## src/rtl/edge_seq.sv

```systemverilog
// edge_seq: top-level sequencer for the edge-detection chip.
// Drives the band-wise buffer load, four windowed passes (Gauss, Sobel,
// NMS, hysteresis) with optional drain gaps, then the raster output phase.
module edge_seq #(
    parameter int unsigned IMG_W    = 20,
    parameter int unsigned IMG_H    = 20,
    parameter int unsigned PIPE_LAT = 2,
    localparam int unsigned NBANDS  = IMG_H / 5,
    localparam int unsigned BW      = (NBANDS > 1) ? $clog2(NBANDS) : 1,
    localparam int unsigned CW      = (IMG_W > 1) ? $clog2(IMG_W) : 1,
    localparam int unsigned RW      = (IMG_H > 1) ? $clog2(IMG_H) : 1,
    localparam int unsigned DW      = (PIPE_LAT > 1) ? $clog2(PIPE_LAT) : 1
) (
    input  logic          clk,
    input  logic          reset,
    input  logic          load_end,
    output logic          buf_wr_en,
    output logic [BW-1:0] buf_wr_band,
    output logic [CW-1:0] buf_wr_col,
    output logic [3:0]    stage_en,
    output logic [RW-1:0] scan_row,
    output logic [CW-1:0] scan_col,
    output logic          readable,
    output logic [RW-1:0] out_row,
    output logic [CW-1:0] out_col,
    output logic          done,
    output logic          load_err
);

    typedef enum logic [2:0] {
        S_IDLE  = 3'd0,
        S_LOAD  = 3'd1,
        S_SCAN  = 3'd2,
        S_DRAIN = 3'd3,
        S_OUT   = 3'd4,
        S_DONE  = 3'd5
    } state_t;

    state_t        state_q, state_d;
    logic [1:0]    stg_q, stg_d;
    logic [BW-1:0] band_q, band_d;
    logic [CW-1:0] wcol_q, wcol_d;
    logic [RW-1:0] row_q, row_d;
    logic [CW-1:0] col_q, col_d;
    logic [DW-1:0] drain_q, drain_d;
    logic          load_err_q, load_err_d;

    logic          buf_wr_en_q, buf_wr_en_d;
    logic [BW-1:0] buf_wr_band_q, buf_wr_band_d;
    logic [CW-1:0] buf_wr_col_q, buf_wr_col_d;
    logic [3:0]    stage_en_q, stage_en_d;
    logic [RW-1:0] scan_row_q, scan_row_d;
    logic [CW-1:0] scan_col_q, scan_col_d;
    logic          readable_q, readable_d;
    logic [RW-1:0] out_row_q, out_row_d;
    logic [CW-1:0] out_col_q, out_col_d;
    logic          done_q, done_d;

    logic last_beat, last_pix, col_wrap;

    // Boundary decodes for the load beat counter and the shared raster counter
    always_comb begin
        last_beat = (band_q == BW'(NBANDS - 1)) && (wcol_q == CW'(IMG_W - 1));
        col_wrap  = (col_q == CW'(IMG_W - 1));
        last_pix  = (row_q == RW'(IMG_H - 1)) && col_wrap;
    end

    // Next-state, counter updates, and output decode from the next state
    always_comb begin
        state_d    = state_q;
        stg_d      = stg_q;
        band_d     = band_q;
        wcol_d     = wcol_q;
        row_d      = row_q;
        col_d      = col_q;
        drain_d    = drain_q;
        load_err_d = load_err_q;

        case (state_q)
            S_IDLE: begin
                state_d = S_LOAD;
                band_d  = '0;
                wcol_d  = '0;
            end
            S_LOAD: begin
                if (load_end || last_beat) begin
                    state_d = S_SCAN;
                    stg_d   = 2'd0;
                    row_d   = '0;
                    col_d   = '0;
                    band_d  = '0;
                    wcol_d  = '0;
                    if (!load_end) begin
                        load_err_d = 1'b1;
                    end
                end else if (wcol_q == CW'(IMG_W - 1)) begin
                    wcol_d = '0;
                    band_d = band_q + BW'(1);
                end else begin
                    wcol_d = wcol_q + CW'(1);
                end
            end
            S_SCAN: begin
                if (last_pix) begin
                    row_d = '0;
                    col_d = '0;
                    if (PIPE_LAT != 0) begin
                        state_d = S_DRAIN;
                        drain_d = DW'(PIPE_LAT - 1);
                    end else if (stg_q == 2'd3) begin
                        state_d = S_OUT;
                    end else begin
                        stg_d = stg_q + 2'd1;
                    end
                end else if (col_wrap) begin
                    col_d = '0;
                    row_d = row_q + RW'(1);
                end else begin
                    col_d = col_q + CW'(1);
                end
            end
            S_DRAIN: begin
                if (drain_q == '0) begin
                    row_d = '0;
                    col_d = '0;
                    if (stg_q == 2'd3) begin
                        state_d = S_OUT;
                    end else begin
                        state_d = S_SCAN;
                        stg_d   = stg_q + 2'd1;
                    end
                end else begin
                    drain_d = drain_q - DW'(1);
                end
            end
            S_OUT: begin
                if (last_pix) begin
                    state_d = S_DONE;
                    row_d   = '0;
                    col_d   = '0;
                end else if (col_wrap) begin
                    col_d = '0;
                    row_d = row_q + RW'(1);
                end else begin
                    col_d = col_q + CW'(1);
                end
            end
            S_DONE: begin
                state_d = S_DONE;
            end
            default: begin
                state_d = S_IDLE;
            end
        endcase

        buf_wr_en_d   = (state_d == S_LOAD);
        buf_wr_band_d = (state_d == S_LOAD) ? band_d : '0;
        buf_wr_col_d  = (state_d == S_LOAD) ? wcol_d : '0;
        stage_en_d    = (state_d == S_SCAN) ? 4'(4'b0001 << stg_d) : 4'b0000;
        scan_row_d    = (state_d == S_SCAN) ? row_d : '0;
        scan_col_d    = (state_d == S_SCAN) ? col_d : '0;
        readable_d    = (state_d == S_OUT);
        out_row_d     = (state_d == S_OUT) ? row_d : '0;
        out_col_d     = (state_d == S_OUT) ? col_d : '0;
        done_d        = (state_d == S_DONE);
    end

    // State, counters and registered outputs
    always_ff @(posedge clk or posedge reset) begin
        if (reset) begin
            state_q       <= S_IDLE;
            stg_q         <= 2'd0;
            band_q        <= '0;
            wcol_q        <= '0;
            row_q         <= '0;
            col_q         <= '0;
            drain_q       <= '0;
            load_err_q    <= 1'b0;
            buf_wr_en_q   <= 1'b0;
            buf_wr_band_q <= '0;
            buf_wr_col_q  <= '0;
            stage_en_q    <= 4'b0000;
            scan_row_q    <= '0;
            scan_col_q    <= '0;
            readable_q    <= 1'b0;
            out_row_q     <= '0;
            out_col_q     <= '0;
            done_q        <= 1'b0;
        end else begin
            state_q       <= state_d;
            stg_q         <= stg_d;
            band_q        <= band_d;
            wcol_q        <= wcol_d;
            row_q         <= row_d;
            col_q         <= col_d;
            drain_q       <= drain_d;
            load_err_q    <= load_err_d;
            buf_wr_en_q   <= buf_wr_en_d;
            buf_wr_band_q <= buf_wr_band_d;
            buf_wr_col_q  <= buf_wr_col_d;
            stage_en_q    <= stage_en_d;
            scan_row_q    <= scan_row_d;
            scan_col_q    <= scan_col_d;
            readable_q    <= readable_d;
            out_row_q     <= out_row_d;
            out_col_q     <= out_col_d;
            done_q        <= done_d;
        end
    end

    assign buf_wr_en   = buf_wr_en_q;
    assign buf_wr_band = buf_wr_band_q;
    assign buf_wr_col  = buf_wr_col_q;
    assign stage_en    = stage_en_q;
    assign scan_row    = scan_row_q;
    assign scan_col    = scan_col_q;
    assign readable    = readable_q;
    assign out_row     = out_row_q;
    assign out_col     = out_col_q;
    assign done        = done_q;
    assign load_err    = load_err_q;

endmodule
```

## config.mk

```make
export PLATFORM = sky130hd
export DESIGN_NAME = edge_seq
export DESIGN_NICKNAME = d
export VERILOG_FILES = /design/src/rtl/edge_seq.sv
export SDC_FILE = /design/constraint.sdc
export NUM_CORES = 1
export LEC_CHECK = 0
export ABC_AREA = 1
export BUFFER_PORTS_ARGS = -buffer_cell sky130_fd_sc_hd__buf_4
export CORE_UTILIZATION = 45
export DETAILED_ROUTE_END_ITERATION = 6
export PLACE_DENSITY = 0.68
export SYNTH_ARGS = -nofsm -noshare
export SYNTH_HDL_FRONTEND = slang
export SYNTH_SLANG_ARGS = --single-unit
```

## constraint.sdc

```tcl
create_clock -name clk -period 2.8 [get_ports clk]
set_input_delay 0.28 -clock clk [delete_from_list [all_inputs] [get_ports clk]]
set_output_delay 0.28 -clock clk [all_outputs]
set_load 0.005 [all_outputs]
```

==> impl_table.tex, run 1 <==
\begin{tabular}{lr}
\hline
Metric & Value \\
\hline
\multicolumn{2}{l}{\textbf{Clock network}} \\
Worst-case clock buffer depth & 2 \\
Resized Gates After CTS & 0 \\
Source-to-sink clock delay at the later pin of the worst-skew pair & 0.33 ns \\
Total number of H-tree levels & 3 \\
CTS hold repair buffers & 0 \\
Library cell used as clock root buffer & sky130\_fd\_sc\_hd\_\_clkbuf\_8 \\
Sinks on Clock Net & 58 \\
Post-CTS Setup Repair Bufs & 0 \\
TritonCTS clock tree & built \\
Clock transition at the register clock pins on the worst setup and hold paths after CTS & 0.06 ns \\
TritonCTS buffer count & 9 \\
\multicolumn{2}{l}{\textbf{Floorplan}} \\
Placeable core region & 0.005540 mm² \\
Die area & 0.006114 mm² \\
Number of cell rows & 27 \\
Horizontal extent of the die & 78.20 µm \\
Ports placed on the boundary & 38 \\
Vertical extent of the die & 78.20 µm \\
Initial standard-cell utilization of the core & 47.15\% \\
\multicolumn{2}{l}{\textbf{Cells and area}} \\
Layout filler cell count & 520 \\
Register area & 0.001451 mm² \\
Area Overhead vs Synth & 19.49\% \\
Final Instance Count excl. Fillers & 411 \\
Post-Route Utilization & 56.35\% \\
Fraction of final layout cells with drive strength greater than 1 & 23.60\% \\
Net count reported at finish & 341 \\
Combined area of the multi-input logic cells & 962.2 µm² \\
Number of diodes added for antenna fixing & 0 \\
\multicolumn{2}{l}{\textbf{Logic synthesis}} \\
Sequential-to-total area share from yosys stat & 55.56\% \\
Main combinational cell family by area after synthesis & simple AND/OR/NAND/NOR gates \\
Number of distinct library cells after synthesis & 28 \\
Mux contribution to synthesized area & 0\% \\
Mapped Nets & 295 \\
Cell count after synthesis & 288 \\
Adder-cell share of the synthesized area & 1.916\% \\
Netlist area before placement & 0.002613 mm² \\
Post-synthesis simple-gate area fraction & 28.74\% \\
Area fraction in compound gates after synthesis & 4.837\% \\
Average instance area after synthesis & 9.071 µm² \\
Yosys warns & 0 \\
Xor/xnor cell area share of the yosys netlist & 1.341\% \\
Post-synthesis sequential element count & 58 \\
\multicolumn{2}{l}{\textbf{Pwr}} \\
Ratio of total power to cell area & 481.0 mW/mm² \\
Leak Pwr & 1.794 nW \\
IR drop worst, VDD & 0.2241 mV \\
\multicolumn{2}{l}{\textbf{STA}} \\
Fin worst setup slack & 0.7700 ns \\
Achievable clock frequency & 492.6 MHz \\
Tightest slew margin relative to the limit & 53.50\% \\
Setup Viol. Count Final & 0 \\
Hold violation count in the final report & 0 \\
Setup repair after global routing missed its margin & false \\
Fin Hold WS & 0.1558 ns \\
Transition at the pin with the smallest max-transition slack & 0.6975 ns \\
Fin. max-slew vios & 0 \\
Period utilisation layout & 72.50\% \\
Fin crit period & 2.030 ns \\
Final setup skew & 0.005713 ns \\
Post-Route Setup TNS & 0 ns \\
\multicolumn{2}{l}{\textbf{Worst setup path}} \\
Ordered cell list for the critical path & ha\_1, nand2\_1, inv\_1, nand3\_2, nand2\_2, nand2\_1, nand2\_2, nand4\_1, nor2\_1 \\
Cell type of the slowest stage on the worst timing path & sky130\_fd\_sc\_hd\_\_nand4\_1 \\
Arrival time reported for the critical path endpoint & 2.27 ns \\
Type of the setup path with the least slack & flip-flop to flip-flop \\
Critical Path Sink Type & flip-flop \\
Data required time of the worst path & 3.04 ns \\
Setup crit start kind & flip-flop \\
Maximum fanout along the worst path & 11 \\
Critical Path Max Stage Delay & 0.46 ns \\
\multicolumn{2}{l}{\textbf{Detailed routing}} \\
Drc violations & 0 \\
Detailed-routing iteration count for the pre-antenna-repair pass & 4 \\
Sum of routed wire length over all layers & 4841 µm \\
Mean routed wirelength per cell & 11.78 µm \\
Count of routing violations after the opening detailed-route iteration & 142 \\
Antenna viol nets, final & 0 \\
Via Count & 1,922 \\
Via density per instance & 4.676 \\
\multicolumn{2}{l}{\textbf{Worst hold path}} \\
Worst min-delay path class & input port to async pin \\
\multicolumn{2}{l}{\textbf{Placement}} \\
Final HPWL DP & 3379 µm \\
Number of cells after detailed placement & 395 \\
Quantity of I/O buffers inserted on ports & 37 \\
DP Worst Slack & 0.8087 ns \\
Final weighted congestion in routability-driven placement & 0.8083 \\
\multicolumn{2}{l}{\textbf{Flow run}} \\
Max-capacitance violation count & 0 \\
\multicolumn{2}{l}{\textbf{Run status}} \\
Run status & completed \\
\multicolumn{2}{l}{\textbf{Global routing}} \\
Pin count of the biggest net entering global routing & 59 \\
First-pass GRT wire length & 8024 µm \\
Global Route Usage Sum & 17.66\% \\
Total grt overflow & 0 \\
Vias in the first global route & 1,677 \\
Number of antenna violations at the first check in global routing & 0 \\
\hline
\end{tabular}
sequential cells by signal, summed over array words and instances (netlist names):
| register | count |
|---|---|
| wcol_q | 5 |
| state_q | 3 |
| stg_q | 2 |
| drain_q | 1 |
| done | 1 |
| scan_col | 5 |
| readable | 1 |
| col_q | 5 |
| scan_row | 5 |
| buf_wr_band | 2 |
| out_col | 5 |
| load_err | 1 |
| stage_en | 4 |
| buf_wr_col | 5 |
| band_q | 2 |
| row_q | 5 |
| buf_wr_en | 1 |
| out_row | 5 |
worst max-delay path: cells and delay by family, from the launching register on:
kind	cells	cell delay (ns)
fa+ha+maj	1	0.22
buf+inv	1	0.08
flops	1	0.39
simple gates	7	1.25
final timing paths:
kind / slack [ns] / endpoint / cells after the start / startpoint
max in group asynchronous: 2.18 / drain_q / 3 / reset
worst min register to register: 0.48 / load_err / 1 / load_err
min in group clk: 0.25 / buf_wr_col[4] / 4 / load_end
worst min-delay path: 0.16 / row_q[2] / 3 / reset
worst max-delay path: 0.77 / out_row[4] / 9 / wcol_q[0]
worst max register to register: 0.77 / out_row[4] / 9 / wcol_q[0]
cells by family after synthesis:
kind of cell,count (synthesis)
AOI/OAI and AO/OA,21
xor gates and xnor gates,4
adders and majority gates,4
buffers and inverters,48
DFF,58
and+or+nand+nor,153
layout by cell type (no fill, tap or decap), types with 2 or more instances in the layout:
| cell type | n |
|---|---|
| sky130_fd_sc_hd__nand3_4 | 2 |
| sky130_fd_sc_hd__nand2_4 | 4 |
| sky130_fd_sc_hd__o22ai_1 | 2 |
| sky130_fd_sc_hd__nand2_1 | 56 |
| sky130_fd_sc_hd__clkbuf_8 | 10 |
| sky130_fd_sc_hd__ha_1 | 4 |
| sky130_fd_sc_hd__xor2_1 | 4 |
| sky130_fd_sc_hd__or2_2 | 2 |
| sky130_fd_sc_hd__nor2_1 | 48 |
| sky130_fd_sc_hd__inv_2 | 6 |
| sky130_fd_sc_hd__clkbuf_1 | 3 |
| sky130_fd_sc_hd__nand3_1 | 19 |
| sky130_fd_sc_hd__nand3_2 | 4 |
| sky130_fd_sc_hd__buf_4 | 38 |
| sky130_fd_sc_hd__clkinv_2 | 3 |
| sky130_fd_sc_hd__nand4_1 | 4 |
| sky130_fd_sc_hd__a21oi_1 | 8 |
| sky130_fd_sc_hd__dfrtp_1 | 58 |
| sky130_fd_sc_hd__nor3_1 | 5 |
| sky130_fd_sc_hd__a21oi_2 | 2 |
| sky130_fd_sc_hd__o21ai_0 | 5 |
| sky130_fd_sc_hd__inv_1 | 39 |
| sky130_fd_sc_hd__nand2_2 | 3 |
| sky130_fd_sc_hd__nor2_2 | 2 |
| sky130_fd_sc_hd__a21o_1 | 2 |
| sky130_fd_sc_hd__nor2_4 | 2 |
metrics by stage:
stage	cell area (µm²)	total power, mW
after floorplan	2613	0.8676
after global placement	2958	0.8762
after detailed placement	2958	0.8766
after CTS	3122	1.523
after global routing	3122	1.571
final	3122	1.502
metal layers:
layer	track usage, %	up-vias	share of wire, %
met3	5.930	2	4.6
met2	23.86	40	43
met4	6.667	0	0.43
met1	26.02	890	52
li1	-	990	-
met5	0	-	0
cells in the mapped netlist, drive strengths merged:
cell	count	area share, %
dfrtp	58	56
a21boi	1	0.29
inv	45	6.5
ha	4	1.9
nand3	25	6.5
o22ai	2	0.48
a31o	1	0.34
nand4	5	1.8
nand3b	1	0.29
a21oi	10	2.2
nor3	5	0.96
xor2	4	1.3
a21o	2	0.57
o21ai	5	0.96
nand2	63	10
or2	2	0.48
nor2	52	8.2
buf	3	1.1
report_power, final:
group          switching (mW)  internal (mW)
sequential                  0          0.838
combinational          0.0180        0.00338
clock                   0.301          0.341
area by class of cell:
cell class	instances	area share, %
Tap cell	72	2.886
Timing Repair Buffer	38	9.138
Sequential cell	58	46.49
Clock buffer	13	4.770
Inverter	45	5.411
Clock inverter	3	0.4810
Multi-Input combinational cell	182	30.82
Note: power is estimated with default switching activity, not from simulation.
==> run 2: changes to the inputs <==
--- a/config.mk
+++ b/config.mk
@@ -5,11 +5,11 @@
 export SDC_FILE = /design/constraint.sdc
 export NUM_CORES = 1
 export LEC_CHECK = 0
-export ABC_AREA = 1
+export ABC_AREA = 0
 export BUFFER_PORTS_ARGS = -buffer_cell sky130_fd_sc_hd__buf_4
 export CORE_UTILIZATION = 45
 export DETAILED_ROUTE_END_ITERATION = 6
-export PLACE_DENSITY = 0.68
+export PLACE_DENSITY = 0.7
 export SYNTH_ARGS = -nofsm -noshare
 export SYNTH_HDL_FRONTEND = slang
 export SYNTH_SLANG_ARGS = --single-unit
==> constraint.sdc (replaced) <==
create_clock -name clk -period 1.7 [get_ports clk]
set_input_delay 0.17 -clock clk [delete_from_list [all_inputs] [get_ports clk]]
set_output_delay 0.17 -clock clk [all_outputs]
set_load 0.005 [all_outputs]
==> run 2 against run 1 <==
The run now ends with setup timing left. Cell area rose by 33%. Non-clock buffer count rose by 63. Synthesized cell count fell by 18%. Total power rose to 4.5 times the previous value. Largest power group is now combinational logic. Critical path depth fell by 3.
==> impl_table.tex, run 2 <==
\begin{tabular}{lr}
\hline
Metric & Value \\
\hline
\multicolumn{2}{l}{\textbf{Run status}} \\
Run status & finished with violations \\
Violated checks & setup timing \\
\multicolumn{2}{l}{\textbf{Clock network}} \\
Source-to-sink clock delay at the later pin of the worst-skew pair & 0.35 ns \\
TritonCTS clock tree & built \\
TritonCTS buffer count & 9 \\
Clock transition at the register clock pins on the worst setup and hold paths after CTS & 0.07 ns \\
Sinks on Clock Net & 58 \\
Library cell used as clock root buffer & sky130\_fd\_sc\_hd\_\_clkbuf\_8 \\
Total number of H-tree levels & 3 \\
Worst-case clock buffer depth & 2 \\
\multicolumn{2}{l}{\textbf{Cells and area}} \\
Layout filler cell count & 413 \\
Net count reported at finish & 341 \\
Final Instance Count excl. Fillers & 413 \\
Most used cells in the layout excluding fill and tap cells & 89 x sky130\_fd\_sc\_hd\_\_buf\_4, 57 x sky130\_fd\_sc\_hd\_\_dfrtp\_1, 16 x sky130\_fd\_sc\_hd\_\_nor2\_1 \\
Number of diodes added for antenna fixing & 0 \\
Post-Route Utilization & 70.25\% \\
Area Overhead vs Synth & 50.61\% \\
Most common cell after layout, fill and taps aside & sky130\_fd\_sc\_hd\_\_buf\_4 \\
Fraction of final layout cells with drive strength greater than 1 & 54.14\% \\
\multicolumn{2}{l}{\textbf{Floorplan}} \\
Horizontal extent of the die & 80.34 µm \\
Number of cell rows & 28 \\
Vertical extent of the die & 80.34 µm \\
Initial standard-cell utilization of the core & 46.64\% \\
Die area & 0.006454 mm² \\
Placeable core region & 0.005921 mm² \\
Ports placed on the boundary & 38 \\
\multicolumn{2}{l}{\textbf{Pwr}} \\
Sequential share of power & 26.1\% \\
Net load switching power & 2.690 mW \\
IR drop worst, VDD & 0.9592 mV \\
Switching share of power & 39.79\% \\
Ratio of total power to cell area & 1626 mW/mm² \\
Cell-internal power & 4.071 mW \\
Comb pwr share & 54.4\% \\
Clock network power share & 19.5\% \\
Leak Pwr & 1.911 nW \\
\multicolumn{2}{l}{\textbf{STA}} \\
Final setup skew & 0.01101 ns \\
Fin. max-slew vios & 0 \\
Setup repair after global routing missed its margin & true \\
Hold violation count in the final report & 0 \\
Setup Viol. Count Final & 24 \\
Transition at the pin with the smallest max-transition slack & 0.4536 ns \\
Fin worst setup slack & -0.07759 ns \\
Fin crit period & 1.778 ns \\
Tightest slew margin relative to the limit & 69.43\% \\
Period utilisation layout & 104.6\% \\
Achievable clock frequency & 562.6 MHz \\
\multicolumn{2}{l}{\textbf{Logic synthesis}} \\
Number of distinct library cells after synthesis & 66 \\
Area share of the largest cell type after synthesis & 52.56\% \\
Netlist area before placement & 0.002761 mm² \\
Synth area leaders & sky130\_fd\_sc\_hd\_\_dfrtp\_1 53\%, sky130\_fd\_sc\_hd\_\_a211oi\_2 3.2\%, sky130\_fd\_sc\_hd\_\_nor2\_1 2.2\% \\
Post-synth ARST share & 100.0\% \\
Sequential-to-total area share from yosys stat & 52.56\% \\
Most numerous cell types in the synthesized netlist & 58 x sky130\_fd\_sc\_hd\_\_dfrtp\_1, 16 x sky130\_fd\_sc\_hd\_\_nor2\_1, 13 x sky130\_fd\_sc\_hd\_\_nand2\_1 \\
Average instance area after synthesis & 11.75 µm² \\
Post-synthesis sequential element count & 58 \\
Most used standard cell by instance count after synthesis & sky130\_fd\_sc\_hd\_\_dfrtp\_1 \\
Post-synth EDFFs & 0 \\
Predominant post-synthesis flop cell & sky130\_fd\_sc\_hd\_\_dfrtp\_1 \\
Yosys warns & 0 \\
Cell count after synthesis & 235 \\
Cell type with the largest total area after synthesis & sky130\_fd\_sc\_hd\_\_dfrtp\_1 \\
Mapped Nets & 242 \\
\multicolumn{2}{l}{\textbf{Worst setup path}} \\
Type of the setup path with the least slack & flip-flop to flip-flop \\
Critical Path Sink Type & flip-flop \\
Arrival time reported for the critical path endpoint & 1.99 ns \\
Data required time of the worst path & 1.91 ns \\
Cell type of the slowest stage on the worst timing path & sky130\_fd\_sc\_hd\_\_dfrtp\_1 \\
Setup crit start kind & flip-flop \\
Ordered cell list for the critical path & ha\_4, nor4bb\_4, buf\_4, o211ai\_1, a211oi\_4, nor3\_2 \\
Maximum fanout along the worst path & 5 \\
Critical Path Max Stage Delay & 0.40 ns \\
\multicolumn{2}{l}{\textbf{Placement}} \\
Quantity of I/O buffers inserted on ports & 37 \\
DP Worst Slack & -0.1733 ns \\
Final weighted congestion in routability-driven placement & 0.8999 \\
Final HPWL DP & 4270 µm \\
Number of cells after detailed placement & 390 \\
\multicolumn{2}{l}{\textbf{Detailed routing}} \\
Mean routed wirelength per cell & 17.62 µm \\
Via Count & 2,308 \\
Via density per instance & 5.588 \\
Count of routing violations after the opening detailed-route iteration & 129 \\
Drc violations & 0 \\
Sum of routed wire length over all layers & 7276 µm \\
Detailed-routing iteration count for the pre-antenna-repair pass & 4 \\
Antenna viol nets, final & 0 \\
\multicolumn{2}{l}{\textbf{Global routing}} \\
Number of antenna violations at the first check in global routing & 0 \\
First-pass GRT wire length & 11,240 µm \\
Pin count of the biggest net entering global routing & 59 \\
Vias in the first global route & 2,355 \\
Global Route Usage Sum & 24.04\% \\
Total grt overflow & 0 \\
\multicolumn{2}{l}{\textbf{Worst hold path}} \\
Worst min-delay path class & input port to flip-flop \\
\multicolumn{2}{l}{\textbf{Flow run}} \\
Max-capacitance violation count & 0 \\
\hline
\end{tabular}
-- run 2: power by group through the flow --
stage	sequential [mW]	clock [mW]	combinational, mW
floorplan	1.78	0	1.52
finish	1.76	1.32	3.68
global placement	1.74	0	2.73
detailed placement	1.75	0	2.79
CTS	1.76	1.33	3.27
global route	1.79	1.38	3.91
-- run 2: layer usage --
layer | vias up | wire length [µm] | GRT usage (%)
li1 | 1055 | - | -
met1 | 1168 | 2939 | 27.03
met2 | 69 | 3877 | 41.11
met3 | 16 | 295 | 5.568
met4 | 0 | 164 | 14.82
met5 | - | 0 | 0
-- run 2: layout make-up --
class                           instances  area [µm²]  area share [%]
Inverter                               12       45.04           1.083
Clock inverter                          2       35.03          0.8424
Multi-Input combinational cell        152        1540           37.03
Tap cell                               75       93.84           2.256
Sequential cell                        58        1453           34.93
Clock buffer                           13       168.9           4.061
Timing Repair Buffer                  101       823.3           19.80
-- run 2: critical path, delay by kind of cell (launching register included) --
family | cells | cell delay [ns]
adders and majority gates | 1 | 0.18
AOI/OAI and AO/OA | 2 | 0.49
DFF | 1 | 0.40
buffers and inverters | 1 | 0.22
and+or+nand+nor | 2 | 0.35
-- run 2: through the flow --
step	instance area, µm²	hold slack [ns]	setup TNS (ns)	power [mW]
after floorplan	2803	0.3979	-0.7602	3.295
after global placement	3523	0.2583	-1.291	4.476
after detailed placement	3523	0.2608	-2.311	4.539
after CTS	3978	0.2596	-0.4441	6.352
after global routing	4159	0.2448	-2.963	7.077
final	4159	0.2574	-0.6327	6.761
-- run 2: worst paths after layout --
check,from,end,slack (ns),cells after the start
worst min-delay path,load_end,buf_wr_col[4],0.26,4
worst min register to register,load_err,load_err,0.48,1
worst max-delay path,col_q[1],out_row[2],-0.08,6
worst max register to register,col_q[1],out_row[2],-0.08,6
max in group asynchronous,reset,col_q[4],1.00,4
min in group asynchronous,reset,out_row[0],0.44,4
-- run 2: repair_timing --
| item | in CTS | in global routing |
|---|---|---|
| setup endpoints to repair | 38 | 39 |
| buffers inserted | 1 | 6 |
| gates cloned | 2 | 0 |
| gates resized for setup | 42 | 31 |
| hold buffers | 1 | 0 |
| pin swaps | 17 | 21 |
| hold endpoints to repair | 58 | 0 |
-- run 2: cells by family after synthesis --
family / count (synthesis) / synth area share, %
multiplexers: 2 / 0.7250
buffers and inverters: 25 / 4.802
AND/OR/NAND/NOR: 81 / 18.22
AO/OA/AOI/OAI: 62 / 20.66
flip-flops: 58 / 52.56
adder cells (fa/ha/maj): 4 / 1.812
XOR/XNOR: 3 / 1.224
